--- config.mk ---
export PLATFORM = sky130hd
export DESIGN_NAME = ocp_arb2_flat
export DESIGN_NICKNAME = d
export VERILOG_FILES = /design/src/rtl/ocp_arb2_if.sv /design/src/rtl/ocp_arb2.sv /design/src/flat_wrapper.sv
export SDC_FILE = /design/constraint.sdc
export NUM_CORES = 1
export LEC_CHECK = 0
export BUFFER_PORTS_ARGS = -buffer_cell sky130_fd_sc_hd__buf_2
export CELL_PAD_IN_SITES_DETAIL_PLACEMENT = 2
export CELL_PAD_IN_SITES_GLOBAL_PLACEMENT = 2
export CORE_UTILIZATION = 11
export DETAILED_ROUTE_END_ITERATION = 10
export HOLD_SLACK_MARGIN = 0.08
export PLACE_DENSITY = 0.77
export SKIP_CTS_REPAIR_TIMING = 1
export SYNTH_ARGS = -nofsm -noshare
export SYNTH_HDL_FRONTEND = slang
export SYNTH_SLANG_ARGS = --single-unit
--- constraint.sdc ---
create_clock -name clk -period 1.85 [get_ports clk]
set_clock_uncertainty 0.05 [all_clocks]
set_input_delay 0.185 -clock clk [delete_from_list [all_inputs] [get_ports clk]]
set_output_delay 0.185 -clock clk [all_outputs]
set_load 0.02 [all_outputs]
--- src/rtl/ocp_arb2_if.sv ---
// OCP request/response channel bundle plus shared widths and encodings.
// Latency: none, wires only.
// Backpressure: SCmdAccept carries the slave-side accept back to the requester.
package ocp_arb2_pkg;
    localparam int ADDR_WIDTH = 32;
    localparam int DATA_WIDTH = 32;
    localparam int BEN_WIDTH  = 4;

    localparam logic [2:0] OCP_CMD_IDLE  = 3'd0;
    localparam logic [2:0] OCP_CMD_WRITE = 3'd1;
    localparam logic [2:0] OCP_CMD_READ  = 3'd2;

    localparam logic [1:0] OCP_RESP_NULL = 2'd0;
    localparam logic [1:0] OCP_RESP_DVA  = 2'd1;
    localparam logic [1:0] OCP_RESP_ERR  = 2'd3;
endpackage

interface ocp_arb2_if;
    import ocp_arb2_pkg::*;

    logic [ADDR_WIDTH-1:0] MAddr;
    logic [2:0]            MCmd;
    logic [DATA_WIDTH-1:0] MData;
    logic [BEN_WIDTH-1:0]  MByteEn;
    logic                  SCmdAccept;
    logic [DATA_WIDTH-1:0] SData;
    logic [1:0]            SResp;

    // Requester side of the channel.
    modport master (
        output MAddr, MCmd, MData, MByteEn,
        input  SCmdAccept, SData, SResp
    );

    // Responder side of the channel.
    modport slave (
        input  MAddr, MCmd, MData, MByteEn,
        output SCmdAccept, SData, SResp
    );
endinterface

--- src/rtl/ocp_arb2.sv ---
// Two-master OCP arbiter (M0 fetch, M1 data) onto one slave, one transaction in flight.
// Latency: zero-cycle combinational request and response paths; at least one IDLE cycle between transactions.
// Backpressure: slave stalls lock the grant to the stalled master; the loser sees SCmdAccept=0 until served.
module ocp_arb2
    import ocp_arb2_pkg::*;
#(
    parameter int TIMEOUT = 64
) (
    input  logic       clk,
    input  logic       nrst,
    ocp_arb2_if.slave  m0_i,
    ocp_arb2_if.slave  m1_i,
    ocp_arb2_if.master s_o
);

    localparam int TW = $clog2(TIMEOUT);
    localparam logic [TW-1:0] TMO_LAST = TW'(TIMEOUT - 1);
    localparam logic [DATA_WIDTH-1:0] ERR_DATA = 32'hDEADDEAD;

    typedef enum logic [2:0] {
        ST_IDLE  = 3'b001,
        ST_BUSY0 = 3'b010,
        ST_BUSY1 = 3'b100
    } state_t;

    state_t          state_q;
    logic            last_id_q;
    logic            lock_vld_q;
    logic            lock_id_q;
    logic [TW-1:0]   tmo_cnt_q;

    logic            req0;
    logic            req1;
    logic            sel;
    logic            fwd_vld;
    logic            resp_vld;
    logic            tmo_hit;

    // Request decode and grant selection: a stalled grant is sticky, otherwise round-robin on ties.
    always_comb begin
        req0 = (m0_i.MCmd != OCP_CMD_IDLE);
        req1 = (m1_i.MCmd != OCP_CMD_IDLE);
        sel  = ~last_id_q;
        if (lock_vld_q) begin
            sel = lock_id_q;
        end else if (req0 ^ req1) begin
            sel = req1;
        end
        // Reset gates forwarding so the slave sees IDLE while nrst is low.
        fwd_vld  = nrst && (state_q == ST_IDLE) && (sel ? req1 : req0);
        resp_vld = (s_o.SResp != OCP_RESP_NULL);
        // A real response in the final cycle beats the timeout.
        tmo_hit  = !resp_vld && (tmo_cnt_q == TMO_LAST);
    end

    // Slave-side request mux: only the selected master, only while IDLE.
    always_comb begin
        s_o.MCmd    = OCP_CMD_IDLE;
        s_o.MAddr   = '0;
        s_o.MData   = '0;
        s_o.MByteEn = '0;
        if (fwd_vld) begin
            if (sel) begin
                s_o.MCmd    = m1_i.MCmd;
                s_o.MAddr   = m1_i.MAddr;
                s_o.MData   = m1_i.MData;
                s_o.MByteEn = m1_i.MByteEn;
            end else begin
                s_o.MCmd    = m0_i.MCmd;
                s_o.MAddr   = m0_i.MAddr;
                s_o.MData   = m0_i.MData;
                s_o.MByteEn = m0_i.MByteEn;
            end
        end
    end

    // Master-side accept and response routing; the non-owner always sees NULL/0.
    always_comb begin
        m0_i.SCmdAccept = !req0 || (fwd_vld && !sel && s_o.SCmdAccept);
        m1_i.SCmdAccept = !req1 || (fwd_vld &&  sel && s_o.SCmdAccept);
        m0_i.SResp      = OCP_RESP_NULL;
        m0_i.SData      = '0;
        m1_i.SResp      = OCP_RESP_NULL;
        m1_i.SData      = '0;
        if (state_q == ST_BUSY0) begin
            m0_i.SResp = tmo_hit ? OCP_RESP_ERR : s_o.SResp;
            m0_i.SData = tmo_hit ? ERR_DATA     : s_o.SData;
        end
        if (state_q == ST_BUSY1) begin
            m1_i.SResp = tmo_hit ? OCP_RESP_ERR : s_o.SResp;
            m1_i.SData = tmo_hit ? ERR_DATA     : s_o.SData;
        end
    end

    // Arbitration FSM: grant/lock bookkeeping in IDLE, response or timeout exit from BUSY.
    always_ff @(posedge clk or negedge nrst) begin
        if (!nrst) begin
            state_q    <= ST_IDLE;
            last_id_q  <= 1'b1;
            lock_vld_q <= 1'b0;
            lock_id_q  <= 1'b0;
            tmo_cnt_q  <= '0;
        end else begin
            case (state_q)
                ST_IDLE: begin
                    if (fwd_vld) begin
                        if (s_o.SCmdAccept) begin
                            state_q    <= sel ? ST_BUSY1 : ST_BUSY0;
                            last_id_q  <= sel;
                            lock_vld_q <= 1'b0;
                            tmo_cnt_q  <= '0;
                        end else begin
                            lock_vld_q <= 1'b1;
                            lock_id_q  <= sel;
                        end
                    end else begin
                        // Locked master withdrew its command; release the lock.
                        lock_vld_q <= 1'b0;
                    end
                end
                ST_BUSY0, ST_BUSY1: begin
                    if (tmo_cnt_q != '1) begin
                        tmo_cnt_q <= tmo_cnt_q + 1'b1;
                    end
                    if (resp_vld || tmo_hit) begin
                        state_q <= ST_IDLE;
                    end
                end
                default: begin
                    state_q <= ST_IDLE;
                end
            endcase
        end
    end

endmodule

--- src/flat_wrapper.sv ---
// flat-port wrapper written by rule: the top's interface ports become plain ports
module ocp_arb2_flat import ocp_arb2_pkg::*;
#(
    parameter int TIMEOUT = 64
)
  (clk, nrst, m0_i_MAddr, m0_i_MCmd, m0_i_MData, m0_i_MByteEn, m0_i_SCmdAccept, m0_i_SData, m0_i_SResp, m1_i_MAddr, m1_i_MCmd, m1_i_MData, m1_i_MByteEn, m1_i_SCmdAccept, m1_i_SData, m1_i_SResp, s_o_MAddr, s_o_MCmd, s_o_MData, s_o_MByteEn, s_o_SCmdAccept, s_o_SData, s_o_SResp);
  ocp_arb2_if m0_i_i ();
  ocp_arb2_if m1_i_i ();
  ocp_arb2_if s_o_i ();
  input  logic clk;
  input  logic nrst;
  input wire logic [$bits(m0_i_i.MAddr)-1:0] m0_i_MAddr;
  input wire logic [$bits(m0_i_i.MCmd)-1:0] m0_i_MCmd;
  input wire logic [$bits(m0_i_i.MData)-1:0] m0_i_MData;
  input wire logic [$bits(m0_i_i.MByteEn)-1:0] m0_i_MByteEn;
  output wire logic [$bits(m0_i_i.SCmdAccept)-1:0] m0_i_SCmdAccept;
  output wire logic [$bits(m0_i_i.SData)-1:0] m0_i_SData;
  output wire logic [$bits(m0_i_i.SResp)-1:0] m0_i_SResp;
  input wire logic [$bits(m1_i_i.MAddr)-1:0] m1_i_MAddr;
  input wire logic [$bits(m1_i_i.MCmd)-1:0] m1_i_MCmd;
  input wire logic [$bits(m1_i_i.MData)-1:0] m1_i_MData;
  input wire logic [$bits(m1_i_i.MByteEn)-1:0] m1_i_MByteEn;
  output wire logic [$bits(m1_i_i.SCmdAccept)-1:0] m1_i_SCmdAccept;
  output wire logic [$bits(m1_i_i.SData)-1:0] m1_i_SData;
  output wire logic [$bits(m1_i_i.SResp)-1:0] m1_i_SResp;
  output wire logic [$bits(s_o_i.MAddr)-1:0] s_o_MAddr;
  output wire logic [$bits(s_o_i.MCmd)-1:0] s_o_MCmd;
  output wire logic [$bits(s_o_i.MData)-1:0] s_o_MData;
  output wire logic [$bits(s_o_i.MByteEn)-1:0] s_o_MByteEn;
  input wire logic [$bits(s_o_i.SCmdAccept)-1:0] s_o_SCmdAccept;
  input wire logic [$bits(s_o_i.SData)-1:0] s_o_SData;
  input wire logic [$bits(s_o_i.SResp)-1:0] s_o_SResp;
  assign m0_i_i.MAddr = m0_i_MAddr;
  assign m0_i_i.MCmd = m0_i_MCmd;
  assign m0_i_i.MData = m0_i_MData;
  assign m0_i_i.MByteEn = m0_i_MByteEn;
  assign m0_i_SCmdAccept = m0_i_i.SCmdAccept;
  assign m0_i_SData = m0_i_i.SData;
  assign m0_i_SResp = m0_i_i.SResp;
  assign m1_i_i.MAddr = m1_i_MAddr;
  assign m1_i_i.MCmd = m1_i_MCmd;
  assign m1_i_i.MData = m1_i_MData;
  assign m1_i_i.MByteEn = m1_i_MByteEn;
  assign m1_i_SCmdAccept = m1_i_i.SCmdAccept;
  assign m1_i_SData = m1_i_i.SData;
  assign m1_i_SResp = m1_i_i.SResp;
  assign s_o_MAddr = s_o_i.MAddr;
  assign s_o_MCmd = s_o_i.MCmd;
  assign s_o_MData = s_o_i.MData;
  assign s_o_MByteEn = s_o_i.MByteEn;
  assign s_o_i.SCmdAccept = s_o_SCmdAccept;
  assign s_o_i.SData = s_o_SData;
  assign s_o_i.SResp = s_o_SResp;
  ocp_arb2 #(.TIMEOUT(TIMEOUT)) u_core (.clk(clk), .nrst(nrst), .m0_i(m0_i_i), .m1_i(m1_i_i), .s_o(s_o_i));
endmodule
==> results.ini, run 1 <==
[outcome]
status = complete, but fails checks
violations = negative setup slack

[logic_synthesis]
synthArstFlopShare_pct = 100
synth_compound_area_share_pct = 59.8
yosysTopAreaCellShare_pct = 31.9
synth_xor_area_share_pct = 1.31
synth_top_family_by_area = compound AO/OA/AOI/OAI gates
synth_area_leaders = a22o_1, o21a_1, dfrtp_1
synth_top_cell_by_area = a22o_1
synth_mux_area_share_pct = 0.499
syn_inst = 249
netlist_area_um2 = 2010
yosysWarnings = 0
ys_ff_latch = 12
synth_edf_count = 0
synth-adder-area-share_pct = 0.624
synthFlopType = dfrtp_1
synth_cell_types = 43
yosys.area_share.simple_pct = 15.3
synth.net_count = 429
synth-seq-area-share_pct = 15.1
postSynthAreaPerCell_um2 = 8.05

[sta]
slew_violations = 0
period_needed_ns = 2.22
tns_ns = -33.82
setup_violations = 141
fin_hold_ws_ns = 0.153
fmax_ghz = 0.450
fin_ws_ns = -0.373
tightest_slew_ns = 0.490
layout_worst_path_cycle_share_pct = 120
slew_headroom_pct = 67.3
rsz0062_at_grt = true
hold_violations = 0

[run]
drv_cap = 0

[clock_network]
root_buffer = clkbuf_16
cts.clk_slew.worst_paths_ns = 0.05
cts_tree = done
htree_levels = 1
clk_path_buf_depth = 2
cts.sinks = 12
cts_made_buffers = 3
clk_latency_ns = 0.25

[cells_and_area]
drive_gt1_share_pct = 74.2
postLayoutCellArea_um2 = 5810
final_cells = 838
area_growth_pct = 190
final_util_pct = 32.5
final_nets = 789

[die]
fp.dieArea_um2 = 18800
die_y_um = 137
row_count = 49
fp.coreArea_um2 = 17900
num_io_pins = 320
initial_utilization_pct = 11.2
die_w_um = 137

[global_routing]
grt.overflow.total = 0
grt_pass1_vias = 3395
antenna_found_initial = 2
grt_max_degree = 49
grt_pass1_wl_um = 19300
grt_usage_pct = 13.2

[critical_path]
r2r_slack_ns = 0.06
path_class = reg2out
endpoint_kind = output port
arrival_ns = 1.99
path_max_fanout = 11
critPathLaunchType = register
cp.required_ns = 1.62

[power_and_ir_drop]
power_density_nw_per_um2 = 992
vdd_drop_max_mv = 0.530
p_leak_nw = 2.87
p_total_mw = 5.77

[routing]
wire_per_inst_um = 21.2
antenna_left = 0
viasPerCell = 4.50
drt_iter0_markers = 78
vias = 3774
drt_wl_total_um = 17800
drtPass1Iterations = 4
route.detailed.drc = 0

[place]
post-dp-hpwl_um = 11600
gp_congestion = 0.756
port_buffers = 319
dp_cells = 801
post-place-ws_ns = -0.144
placed_cell_area_um2 = 4170

[hold_path]
hold_class = in2reg

power breakdown:
| group | switching (mW) | internal (mW) |
|---|---|---|
| Clock | 0.134 | 0.328 |
| Combinational | 2.42 | 2.48 |
| Sequential | 0.0653 | 0.344 |
state kept, by name, summed over array words and instances, names as in the netlist:
name               flops
u_core.lock_vld_q      1
u_core.lock_id_q       1
u_core.last_id_q       1
u_core.tmo_cnt_q       6
u_core.state_q         3
worst max-delay path, cell delays in order, from the launching register on:
cell and delay [ns]:
dfstp_2 0.53, and4bb_2 0.28, o2111a_2 0.31, buf_12 0.15, buf_12 0.14, a22o_1 0.19
buf_6 0.13
cell usage after synthesis, drive strengths merged (2+ instances only):
master and number:
a21o 3, a21oi 3, a22o 73, a32o 2, and2 2, and3 21, buf 18, clkbuf 12
dfrtp 10, dfstp 2, inv 3, nand2 8, nand2b 2, nand3 2, nor2 2, nor3 3
nor3b 3, nor4 3, o21a 48, o21ai 4, o31ai 2, or3 2, xnor2 2
kinds of logic after synthesis:
kind of cell	count (synthesis)
multiplexers	1
flip-flops	12
buffers and inverters	33
XOR/XNOR	3
AND/OR/NAND/NOR	52
adder cells (fa/ha/maj)	1
AO/OA/AOI/OAI	147
final timing paths:
check	start	end	cells after the start
worst min register to register	u_core.lock_id_q	u_core.lock_id_q	2
min in group asynchronous	nrst	u_core.lock_vld_q	3
max in group asynchronous	nrst	u_core.state_q[0]	3
worst max-delay path	u_core.state_q[0]	s_o_MAddr[1]	6
worst min-delay path	s_o_SCmdAccept	u_core.last_id_q	2
worst max register to register	u_core.state_q[0]	u_core.tmo_cnt_q[4]	6
metal layers:
layer / GRT usage (%) / wire [um] / vias up
met5: 0 / 10 / -
met4: 1.10 / 284 / 2
met3: 2.78 / 1060 / 24
met2: 25.4 / 9940 / 150
met1: 15.2 / 6510 / 1864
li1: - / - / 1734
area by class of cell:
| class | count | area (um2) |
|---|---|---|
| Sequential cell | 12 | 303 |
| Timing Repair Buffer | 385 | 3190 |
| Tap cell | 229 | 287 |
| Clock buffer | 4 | 88.8 |
| Antenna cell | 1 | 2.50 |
| Multi-Input combinational cell | 204 | 1930 |
| Fill cell | 2009 | 12100 |
| Inverter | 3 | 11.3 |
placed cells by master (no fill, tap or decap), drive strengths merged, types with 2 or more instances in the layout:
master and count:
a22o 73, a21o 3, dfrtp 10, nor4 3, nand2b 2, nor3 3, dfstp 2, nand2 8
nand3 2, or3 2, buf 375, and3 21, o21ai 4, xnor2 2, o31ai 2, clkbuf 13
nor2 2, inv 3, nor3b 3, a32o 2, and2 2, o21a 48, a21oi 3
(Power assumes the default switching activity.)
==> inputs of run 2 (changes only) <==
Settings changed: SKIP_CTS_REPAIR_TIMING 1 to default.
==> run 2 against run 1 <==
The run still ends with negative setup slack left. Critical endpoint is now s_o_MCmd[2]. Clock power increased by 1%. Largest power group unchanged. Via count increased by 1.2%. Non-clock buffer count increased by 1. Global-route usage increased by 3.6 points. Die area unchanged. Setup slack improved by 0.026 ns. Final cell count unchanged. Count of clock-buffer cells in the layout unchanged. Final area increased by 3.5%. First-iteration DRC count increased by 2.6%.
==> results.ini, run 2 (synthesized netlist as in run 1, its figures left out) <==
[outcome]
status = complete, but fails checks
violations = negative setup slack

[die]
fp.coreArea_um2 = 17900
die_y_um = 137
num_io_pins = 320
initial_utilization_pct = 11.2
row_count = 49
die_w_um = 137
fp.dieArea_um2 = 18800

[cells_and_area]
antenna_cells = 0
multi_input_area_um2 = 1950
drive_gt1_share_pct = 74.2
seq_area_um2 = 303
fillers = 1961
final_cells = 838
largest_register_ffs = 6
final_nets = 790
area_growth_pct = 200
final_common_cell = buf_2
reg_top3 = u_core.tmo_cnt_q (6), u_core.state_q (3)
final_cell_mix = buf_2, buf_6, a22o_1, buf_4, o21a_1
regMostFlops = u_core.tmo_cnt_q

[global_routing]
antenna_found_initial = 1
grt_max_degree = 44
grt.overflow.total = 0
grt_pass1_wl_um = 23800
grt_usage_pct = 16.8
grt_pass1_vias = 4005

[critical_path]
cp.depth = 7
r2r-start = u_core.state_q[0]
critical_path.top_delay_family = flip-flops
worstSetupStartpoint = u_core.state_q[0]
worstReg2RegEnd = u_core.tmo_cnt_q[5]
crit_slowest_cell = dfstp_2
crit_chain = and4bb_2, nand2_2, a21oi_4, buf_6, clkbuf_16, a22o_1, buf_6
r2r_slack_ns = -0.01
critical_path.max_stage_delay_ns = 0.52
reg2reg_depth = 6
path_buf_inv = 3
cp.required_ns = 1.62
critPathLaunchType = register
path_common_cell = buf_6
path_max_fanout = 5
arrival_ns = 1.96
endpoint_kind = output port
worstSetupEndpoint = s_o_MCmd[2]
path_class = reg2out

[place]
gp_congestion = 0.756
port_buffers = 319
post-dp-hpwl_um = 11600
dp_cells = 801

[power_and_ir_drop]
vdd_drop_max_mv = 0.575
p_leak_nw = 2.92
power_density_nw_per_um2 = 999

[hold_path]
hold_class = in2reg

[clock_network]
cts.sinks = 12
cts_made_buffers = 3
clk_latency_ns = 0.25
clk_path_buf_depth = 2
htree_levels = 1
root_buffer = clkbuf_16
cts.clk_slew.worst_paths_ns = 0.05
cts_tree = done

[sta]
period_needed_ns = 2.20
fin_ws_ns = -0.348
layout_worst_path_cycle_share_pct = 119
slew_headroom_pct = 64.5
setup_violations = 143
slew_violations = 0
fin_hold_ws_ns = 0.141
tightest_slew_ns = 0.526
rsz0062_at_grt = true
fmax_ghz = 0.455
hold_violations = 0

[routing]
viasPerCell = 4.56
antenna_left = 0
drt_iter0_markers = 80
drtPass1Iterations = 4
vias = 3818
drt_wl_total_um = 18700
wire_per_inst_um = 22.3
route.detailed.drc = 0

[run]
drv_cap = 0

==> run 2: worst register-to-register path, cell delays in order, from the launching register on <==
cell and delay [ns]:
dfstp_2 0.52, and4bb_2 0.29, buf_4 0.13, buf_4 0.11, o211ai_1 0.11, a21o_1 0.24
a221o_1 0.30
==> run 2: metal layers <==
| layer | share of wire [%] | track usage [%] | wire, um | vias to the layer above |
|---|---|---|---|---|
| li1 | - | - | - | 1739 |
| met1 | 37 | 18.7 | 6850 | 1897 |
| met2 | 56 | 32.6 | 10500 | 150 |
| met3 | 5.5 | 3.52 | 1020 | 30 |
| met4 | 1.6 | 2.81 | 296 | 2 |
| met5 | 0.054 | 0 | 10 | - |
==> run 2: worst min path at each step <==
stage,from,to,slack (ns),depth (start not counted)
finish,s_o_SCmdAccept,u_core.last_id_q,0.14,2
global route,s_o_SCmdAccept,u_core.last_id_q,0.15,2
CTS,s_o_SCmdAccept,u_core.last_id_q,0.15,2
detailed placement,nrst,u_core.tmo_cnt_q[4],0.1,2
global placement,nrst,u_core.tmo_cnt_q[1],0.1,2
floorplan,nrst,u_core.lock_id_q,-0.16,0
==> run 2: final cells by class <==
cell class	count	area share, %
clock buffers	4	1.48
inverters	3	0.187
multi-input cells	204	32.4
flip-flops and latches	12	5.03
well taps	229	4.76
repair buffers	386	56.1
==> run 2: repair_timing <==
action,CTS,global route
gates cloned,12,8
gates resized for setup,296,71
hold endpoints to repair,12,0
setup buffers,13,6
endpoints found under the setup margin,142,143
pin swaps,21,20
hold buffers,1,0
==> run 2: through the flow <==
stage | instance area, um2 | util [%] | power, mW | TNS (ns) | setup slack (ns)
final | 6020 | 33.6 | 6.01 | -40.41 | -0.348
after floorplan | 2040 | - | 2.45 | 0 | 0.00928
after detailed placement | 4170 | 23.3 | 3.90 | -7.45 | -0.144
after CTS | 5690 | 31.8 | 5.32 | -36.83 | -0.328
after global routing | 6020 | 33.6 | 6.31 | -48.68 | -0.411
after global placement | 4170 | 23.3 | 3.85 | -1.50 | -0.0840
==> run 2: where the power goes <==
group | internal [mW] | total [mW] | switching [mW] | leakage, nW
Combinational | 2.65 | 5.13 | 2.48 | 2.72
Clock | 0.329 | 0.468 | 0.140 | 0.0442
Sequential | 0.344 | 0.410 | 0.0661 | 0.157
==> inputs of run 3 (changes only) <==
Settings changed: SKIP_LAST_GASP from default to 1.
==> run 3 against run 2 <==
The flow still finishes with violations (negative setup slack). Core utilization up 0.34 points. Via count up 1.0%. Critical path depth down 1. Global-route usage down 0.59 points. First-iteration DRC count up 5.0%. Clock power down 2%. Maximum frequency down 3.9%. Die area unchanged. Critical endpoint is now s_o_MAddr[23]. Largest power group unchanged.
==> results.ini, run 3 (synthesized netlist as in run 1, its figures left out) <==
[outcome]
status = complete, but fails checks
violations = negative setup slack

[critical_path]
cp.depth = 6
critical_path.max_stage_delay_ns = 0.53
path_class = reg2out
arrival_ns = 2.05
critical_path.top_delay_family = flip-flops
crit_slowest_cell = dfstp_2
path_common_cell = buf_6
worstSetupStartpoint = u_core.state_q[0]
crit_chain = and4bb_2, o2111a_2, buf_6, clkbuf_16, a22o_1, buf_6
worstSetupEndpoint = s_o_MAddr[23]
r2r_slack_ns = -0.01
critPathLaunchType = register
cp.required_ns = 1.62
endpoint_kind = output port
reg2reg_depth = 6
path_buf_inv = 3
r2r-start = u_core.state_q[0]
worstReg2RegEnd = u_core.tmo_cnt_q[5]
path_max_fanout = 5

[cells_and_area]
drive_gt1_share_pct = 74.4
largest_register_ffs = 6
final_nets = 798
final_common_cell = buf_2
antenna_cells = 0
area_growth_pct = 203
reg_top3 = u_core.tmo_cnt_q (6), u_core.state_q (3)
final_cell_mix = buf_2, buf_6, a22o_1, buf_4, o21a_1
regMostFlops = u_core.tmo_cnt_q
postLayoutCellArea_um2 = 6080
final_cells = 846

[sta]
slew_headroom_pct = 66.1
fin_ws_ns = -0.438
tightest_slew_ns = 0.507
period_needed_ns = 2.29
hold_violations = 0
setup_violations = 142
fmax_ghz = 0.437
slew_violations = 0
rsz0062_at_grt = true
layout_worst_path_cycle_share_pct = 124

[routing]
vias = 3858
wire_per_inst_um = 22.8
drt_wl_total_um = 19300
drt_iter0_markers = 84
route.detailed.drc = 0
viasPerCell = 4.56
antenna_left = 0
drtPass1Iterations = 4

[global_routing]
grt.overflow.total = 0
antenna_found_initial = 1
grt_pass1_wl_um = 23100
use_met1_pct = 18.1
busiest_layer = met2
grt_max_degree = 44
met3_usage_pct = 3.33
grt_usage_pct = 16.2
grt_pass1_vias = 3895
met2_usage_pct = 30.9

[place]
gp_congestion = 0.756
post-dp-hpwl_um = 11600
placed_cell_area_um2 = 4170
post-place-ws_ns = -0.144
dp_cells = 801
port_buffers = 319

[hold_path]
hold_class = in2reg
worstHoldStart = s_o_SCmdAccept

[run]
drv_cap = 0

[die]
fp.dieArea_um2 = 18800
fp.coreArea_um2 = 17900
die_y_um = 137
die_w_um = 137
row_count = 49
num_io_pins = 320
initial_utilization_pct = 11.2

[clock_network]
cts_made_buffers = 3
htree_levels = 1
cts.clk_slew.worst_paths_ns = 0.05
clk_path_buf_depth = 2
clk_latency_ns = 0.24
cts.sinks = 12
cts_tree = done
root_buffer = clkbuf_16

[power_and_ir_drop]
p_leak_nw = 2.98
power_density_nw_per_um2 = 1020
p_total_mw = 6.19
vdd_drop_max_mv = 0.582

[run 3: cell types whose count changed in the layout (fill, tap and decap cells not counted), moves of 2 or more]
cell       previous run  this run
buf_4                32        44
and3_4               20        18
nand2_1               7         5
and3_1                1         3
buf_6               148       144
buf_8                 5         2
clkbuf_16             9        11
[run 3: how the worst min path moves through the flow]
stage	cells after the start	to	slack, ns
after CTS	2	u_core.last_id_q	0.15
after detailed placement	2	u_core.tmo_cnt_q[4]	0.1
final	2	u_core.last_id_q	0.19
after floorplan	0	u_core.lock_id_q	-0.16
after global routing	2	u_core.last_id_q	0.21
after global placement	2	u_core.tmo_cnt_q[1]	0.1
[run 3: power breakdown]
| part | switching, mW | internal, mW |
|---|---|---|
| registers | 0.0700 | 0.344 |
| clock network | 0.129 | 0.328 |
| logic | 2.57 | 2.74 |
| total | 2.77 | 3.42 |
[run 3: per-stage QoR]
step           hold slack, ns  TNS, ns  util, %
2_1_floorplan          -0.161        0        -
3_3_place_gp           0.0994    -1.50     23.3
3_5_place_dp           0.0985    -7.45     23.3
4_1_cts                 0.150   -37.50     30.5
5_1_grt                 0.209   -54.51     33.9
6_report                0.188   -45.65     33.9
[run 3: layer usage]
metal / vias up / routed length (um)
li1: 1757 / -
met1: 1893 / 7080
met2: 163 / 10600
met3: 43 / 1090
met4: 2 / 534
met5: - / 10
[run 3: worst reg2reg max path, delay by kind of cell (launching register included)]
family	cells	cell delay, ns
buf+inv	2	0.21
simple gates	1	0.30
compound gates	3	0.65
flops	1	0.53
[run 3: cell type report]
cell class / instances / area [um2]
Multi-Input combinational cell: 204 / 1940
Tap cell: 229 / 287
Fill cell: 1964 / 11800
Clock buffer: 4 / 88.8
Sequential cell: 12 / 303
Timing Repair Buffer: 394 / 3450
Inverter: 3 / 11.3
[run 3: timing repair]
action | in CTS | in global routing
hold buffers | 1 | 0
setup buffers | 13 | 10
hold endpoints to repair | 12 | 0
pin swaps | 21 | 71
setup endpoints to repair | 142 | 143
resized for setup | 230 | 127
cloned | 12 | 14
